## config.mk

```make
export PLATFORM = sky130hd
export DESIGN_NAME = fetch_ctrl
export DESIGN_NICKNAME = d
export VERILOG_FILES = /design/src/rtl/fetch_ctrl_pkg.sv /design/src/rtl/fetch_ctrl_offset_mag.sv /design/src/rtl/fetch_ctrl.sv
export SDC_FILE = /design/constraint.sdc
export NUM_CORES = 1
export LEC_CHECK = 0
export BUFFER_PORTS_ARGS = -buffer_cell sky130_fd_sc_hd__buf_2
export CAP_MARGIN = 20
export CORE_MARGIN = 3
export CORE_UTILIZATION = 29
export CTS_CLUSTER_SIZE = 12
export DETAILED_ROUTE_END_ITERATION = 7
export RECOVER_POWER = 100
export SYNTH_ARGS = -nofsm -noshare
export SYNTH_HDL_FRONTEND = slang
export SYNTH_HIERARCHICAL = 1
export SYNTH_SLANG_ARGS = --single-unit
export TNS_END_PERCENT = 30
```

## constraint.sdc

```tcl
create_clock -name clk -period 2.5 [get_ports clk]
set_input_delay 0.125 -clock clk [delete_from_list [all_inputs] [get_ports clk]]
set_output_delay 0.125 -clock clk [all_outputs]
set_load 0.005 [all_outputs]
```

## src/rtl/fetch_ctrl_pkg.sv

```systemverilog
// Shared types and constants for the instruction fetch controller.
package fetch_pkg;

    localparam int WORD_W = 16;

    typedef enum logic [1:0] {
        IDLE = 2'd0,
        REQ  = 2'd1,
        HOLD = 2'd2,
        UPD  = 2'd3
    } state_t;

endpackage

```

## src/rtl/fetch_ctrl_offset_mag.sv

```systemverilog
// Splits a signed branch displacement into a direction (add/sub) and an
// unsigned magnitude; -0x8000 maps to sub with magnitude 0x8000.
module offset_mag
    import fetch_pkg::*;
(
    input  logic [WORD_W-1:0] branch_off,
    output logic              is_sub,
    output logic [WORD_W-1:0] mag
);

    logic [WORD_W-1:0] neg;

    assign is_sub = branch_off[WORD_W-1];
    assign neg    = (~branch_off) + {{(WORD_W-1){1'b0}}, 1'b1};
    assign mag    = is_sub ? neg : branch_off;

endmodule

```

## src/rtl/fetch_ctrl.sv

```systemverilog
// Instruction fetch sequencer: reads one word per pc, holds it for decode,
// then issues a single PC-update strobe (inc/add/sub) for one cycle.
//
// state | meaning
// IDLE  | parked, no request; leaves when run=1
// REQ   | mem_req high with mem_addr=pc until mem_ack
// HOLD  | ir_valid high until decode asserts ir_ready
// UPD   | one-cycle PC-update strobe, then REQ or IDLE per run
module fetch_ctrl
    import fetch_pkg::*;
(
    input  logic              clk,
    input  logic              reset,
    input  logic              run,
    input  logic [WORD_W-1:0] pc,
    output logic              mem_req,
    output logic [WORD_W-1:0] mem_addr,
    input  logic              mem_ack,
    input  logic [WORD_W-1:0] mem_rdata,
    output logic [WORD_W-1:0] ir,
    output logic              ir_valid,
    input  logic              ir_ready,
    input  logic              branch_en,
    input  logic [WORD_W-1:0] branch_off,
    output logic              inc,
    output logic              add,
    output logic              sub,
    output logic [WORD_W-1:0] offset,
    output logic [WORD_W-1:0] fetch_count
);

    state_t            state;
    state_t            state_nxt;
    logic              fetch_done;
    logic              accept;
    logic              is_sub;
    logic [WORD_W-1:0] mag;

    offset_mag u_offset_mag (
        .branch_off (branch_off),
        .is_sub     (is_sub),
        .mag        (mag)
    );

    assign fetch_done = (state == REQ) && mem_ack;
    assign accept     = (state == HOLD) && ir_ready;

    always_ff @(posedge clk or negedge reset) begin
        if (!reset) begin
            state <= IDLE;
        end else begin
            state <= state_nxt;
        end
    end

    always_comb begin
        state_nxt = state;
        case (state)
            IDLE:    if (run) state_nxt = REQ;
            REQ:     if (mem_ack) state_nxt = HOLD;
            HOLD:    if (ir_ready) state_nxt = UPD;
            UPD:     state_nxt = run ? REQ : IDLE;
            default: state_nxt = IDLE;
        endcase
    end

    always_comb begin
        mem_req  = 1'b0;
        mem_addr = '0;
        ir_valid = 1'b0;
        case (state)
            REQ: begin
                mem_req  = 1'b1;
                mem_addr = pc;
            end
            HOLD:    ir_valid = 1'b1;
            default: ;
        endcase
    end

    always_ff @(posedge clk or negedge reset) begin
        if (!reset) begin
            ir <= '0;
        end else if (fetch_done) begin
            ir <= mem_rdata;
        end
    end

    always_ff @(posedge clk or negedge reset) begin
        if (!reset) begin
            fetch_count <= '0;
        end else if (accept) begin
            fetch_count <= fetch_count + {{(WORD_W-1){1'b0}}, 1'b1};
        end
    end

    // Strobes are captured at acceptance so they are high only during UPD.
    always_ff @(posedge clk or negedge reset) begin
        if (!reset) begin
            inc    <= 1'b0;
            add    <= 1'b0;
            sub    <= 1'b0;
            offset <= '0;
        end else begin
            inc    <= accept && !branch_en;
            add    <= accept && branch_en && !is_sub;
            sub    <= accept && branch_en && is_sub;
            offset <= (accept && branch_en) ? mag : '0;
        end
    end

endmodule

```

==> results_dict.tcl <==
set metrics [dict create \
    worstSetupPathType "register to output pin" \
    cap_violations 0 \
    cts_setup_buffers 0 \
    pin_count 123 \
    crit_arrival_ns 1.82 \
    vias 1994 \
    hold_viol_final 0 \
    cts.reportedPaths.clkPinSlew_ns 0.10 \
    irDropWorstVdd_uv 323 \
    cp-end-kind "output pin" \
    syn_area_per_cell_sq_um 11.7 \
    cts_tree "done" \
    tns_ns 0 \
    synth-seq-cells 53 \
    wl_per_cell_um 12.5 \
    p_total_mw 2.65 \
    design.core.area_sq_mm 0.00838 \
    synth-seq-area-share 0.518 \
    required_ns 2.38 \
    hold_class "primary input to register" \
    post-route-period-util 0.777 \
    die_h_um 100 \
    fmax_mhz 515 \
    tightest_slew_ns 0.724 \
    cts_buffers 5 \
    wirelength_mm 5.55 \
    drt-pass1-iter-count 2 \
    crit_chain "inv_1, ha_1, clkbuf_1, and2_0, buf_2" \
    dp_hpwl_mm 4.51 \
    avgViaCountPerCell 4.47 \
    slew_headroom 0.518 \
    drtIter0Drc 25 \
    clock_latency_ns 0.30 \
    start_util 0.306 \
    rows 33 \
    diodes 0 \
    grt_pass1_wl_mm 9.05 \
    syn_area_sq_mm 0.00256 \
    ys_warn_count 6 \
    root_buffer "clkbuf_8" \
    finalWorstSetupSlack_ns 0.558 \
    syn_to_final_growth_pct 30.8 \
    ant_nets 0 \
    p_leak_nw 1.67 \
    clock_skew_ns 0.0116 \
    grt_start_max_net_pins 34 \
    cp_max_fo 16 \
    crit_slowest_cell "dfrtp_1" \
    finalSetupViolCount 0 \
    numClockSinks 53 \
    min_period_ns 1.94 \
    antenna_found_initial 0 \
    dieArea_sq_mm 0.0100 \
    yosysUniqueCellTypes 35 \
    status "completed" \
    rsz0062_at_grt "no" \
    cts_buffer_depth 2 \
    slew_viol_final 0 \
    pwr_density_cell_mw_per_mm2 792 \
    drive_above_1_share 0.346 \
    numPortBuffers 122 \
    dieWidth_um 100 \
    cts_max_level 2 \
    grt-ovfl-total 0 \
    track_usage 0.112 \
    gp_congestion 0.759 \
    fin_nets 400 \
    drc 0 \
    netlist_instances 219 \
    grt_pass1_vias 1947 \
    synth_nets 279 \
    max_stage_delay_ns 0.41 \
    startpoint_type "register" \
    place_ws_ns 0.716 \
]
-- path summary, 6_finish.rpt --
check	end	cells after the start	startpoint	slack, ns
setup reg to reg	ir[14]	4	state[1]	0.77
max in group asynchronous	ir[3]	3	reset	1.33
hold / removal	ir[11]	2	mem_rdata[11]	0.03
setup / recovery	mem_addr[10]	5	state[1]	0.56
hold reg to reg	fetch_count[15]	1	fetch_count[15]	0.48
min in group asynchronous	fetch_count[7]	2	reset	0.41
-- where the power goes --
group / leakage [nW] / internal [mW] / switching, mW
Combinational: 0.924 / 0.459 / 0.427
Clock: 0.0554 / 0.301 / 0.271
Sequential: 0.687 / 1.06 / 0.132
-- final cells by class --
class | instances | area, sq um
well taps | 105 | 131
repair buffers | 126 | 606
clock inverters | 2 | 38.8
multi-input cells | 147 | 1150
clock buffers | 6 | 72.6
flip-flops and latches | 53 | 1330
fillers | 837 | 5030
inverters | 7 | 26.3
-- worst max-delay path: cells and delay by family (launching register included) --
kind	cells	cell delay, ns
adder cells (fa/ha/maj)	1	0.22
flip-flops	1	0.41
AND/OR/NAND/NOR	1	0.25
buffers and inverters	3	0.64
-- routing by layer --
layer | vias to the layer above | share of wire | routed length [um] | GRT usage
met4 | 0 | 0.00090 | 5 | 0.0311
met1 | 934 | 0.39 | 2190 | 0.128
met2 | 77 | 0.51 | 2810 | 0.198
li1 | 981 | - | - | -
met3 | 2 | 0.10 | 555 | 0.0403
met5 | - | 0 | 0 | 0
-- cell families after synthesis --
| logic type | Yosys count | synth area share |
|---|---|---|
| multiplexers | 18 | 0.0791 |
| AO/OA/AOI/OAI | 16 | 0.0581 |
| buffers and inverters | 19 | 0.0337 |
| XOR/XNOR | 28 | 0.0957 |
| adder cells (fa/ha/maj) | 6 | 0.0293 |
| AND/OR/NAND/NOR | 79 | 0.187 |
| flip-flops | 53 | 0.518 |
-- cells in the mapped netlist, drive strengths merged --
master / count / share of area
clkbuf: 6 / 0.0088
nor2: 7 / 0.010
or3: 3 / 0.0073
o41ai: 5 / 0.029
nand3: 6 / 0.012
a2111oi: 1 / 0.0034
nor3: 1 / 0.0020
ha: 6 / 0.029
nand2: 10 / 0.015
nand4: 4 / 0.016
and2: 33 / 0.081
o21ai: 3 / 0.0059
or3b: 1 / 0.0034
o221ai: 1 / 0.0034
or4: 2 / 0.0059
xor2: 4 / 0.014
nand2b: 2 / 0.0049
or2: 2 / 0.0049
mux2: 18 / 0.079
o31ai: 4 / 0.012
inv: 7 / 0.010
xnor2: 24 / 0.082
a21o: 1 / 0.0029
dfrtp: 53 / 0.52
nor2b: 1 / 0.0024
nor4: 3 / 0.013
buf: 6 / 0.015
a21oi: 1 / 0.0020
and3: 4 / 0.0098
-- layout by cell type (no fill, tap or decap), drive strengths merged --
cell          n
buf          95
dfrtp        53
clkbuf       35
and2         33
xnor2        24
mux2         18
nand2        10
nor2          7
inv           7
nand3         6
ha            6
o41ai         5
and3          4
xor2          4
o31ai         4
nand4         4
or3           3
o21ai         3
nor4          3
nand2b        2
dlygate4sd3   2
or4           2
or2           2
nor2b         1
nor3          1
o221ai        1
a21o          1
a2111oi       1
a21oi         1
bufinv        1
clkinv        1
or3b          1
-- stage by stage --
| stage | hold WS [ns] | std cells | instance area (sq um) | util |
|---|---|---|---|---|
| after global placement | 0.234 | 436 | 3260 | 0.389 |
| after global routing | 0.0228 | 446 | 3350 | 0.400 |
| final | 0.0277 | 446 | 3350 | 0.400 |
| after CTS | 0.0179 | 446 | 3390 | 0.405 |
| after floorplan | -0.171 | 219 | 2560 | - |
| after detailed placement | 0.240 | 436 | 3260 | 0.389 |
-- registers in the layout (all words and copies together) (netlist names) --
signal	flops
ir	16
fetch_count	16
sub	1
inc	1
offset	16
state	2
add	1
-- timing repair --
item,in CTS,in global routing
resized for setup,0,0
hold buffers,2,0
hold endpoints to repair,33,0
No activity file was read; power rests on OpenSTA's default activity.
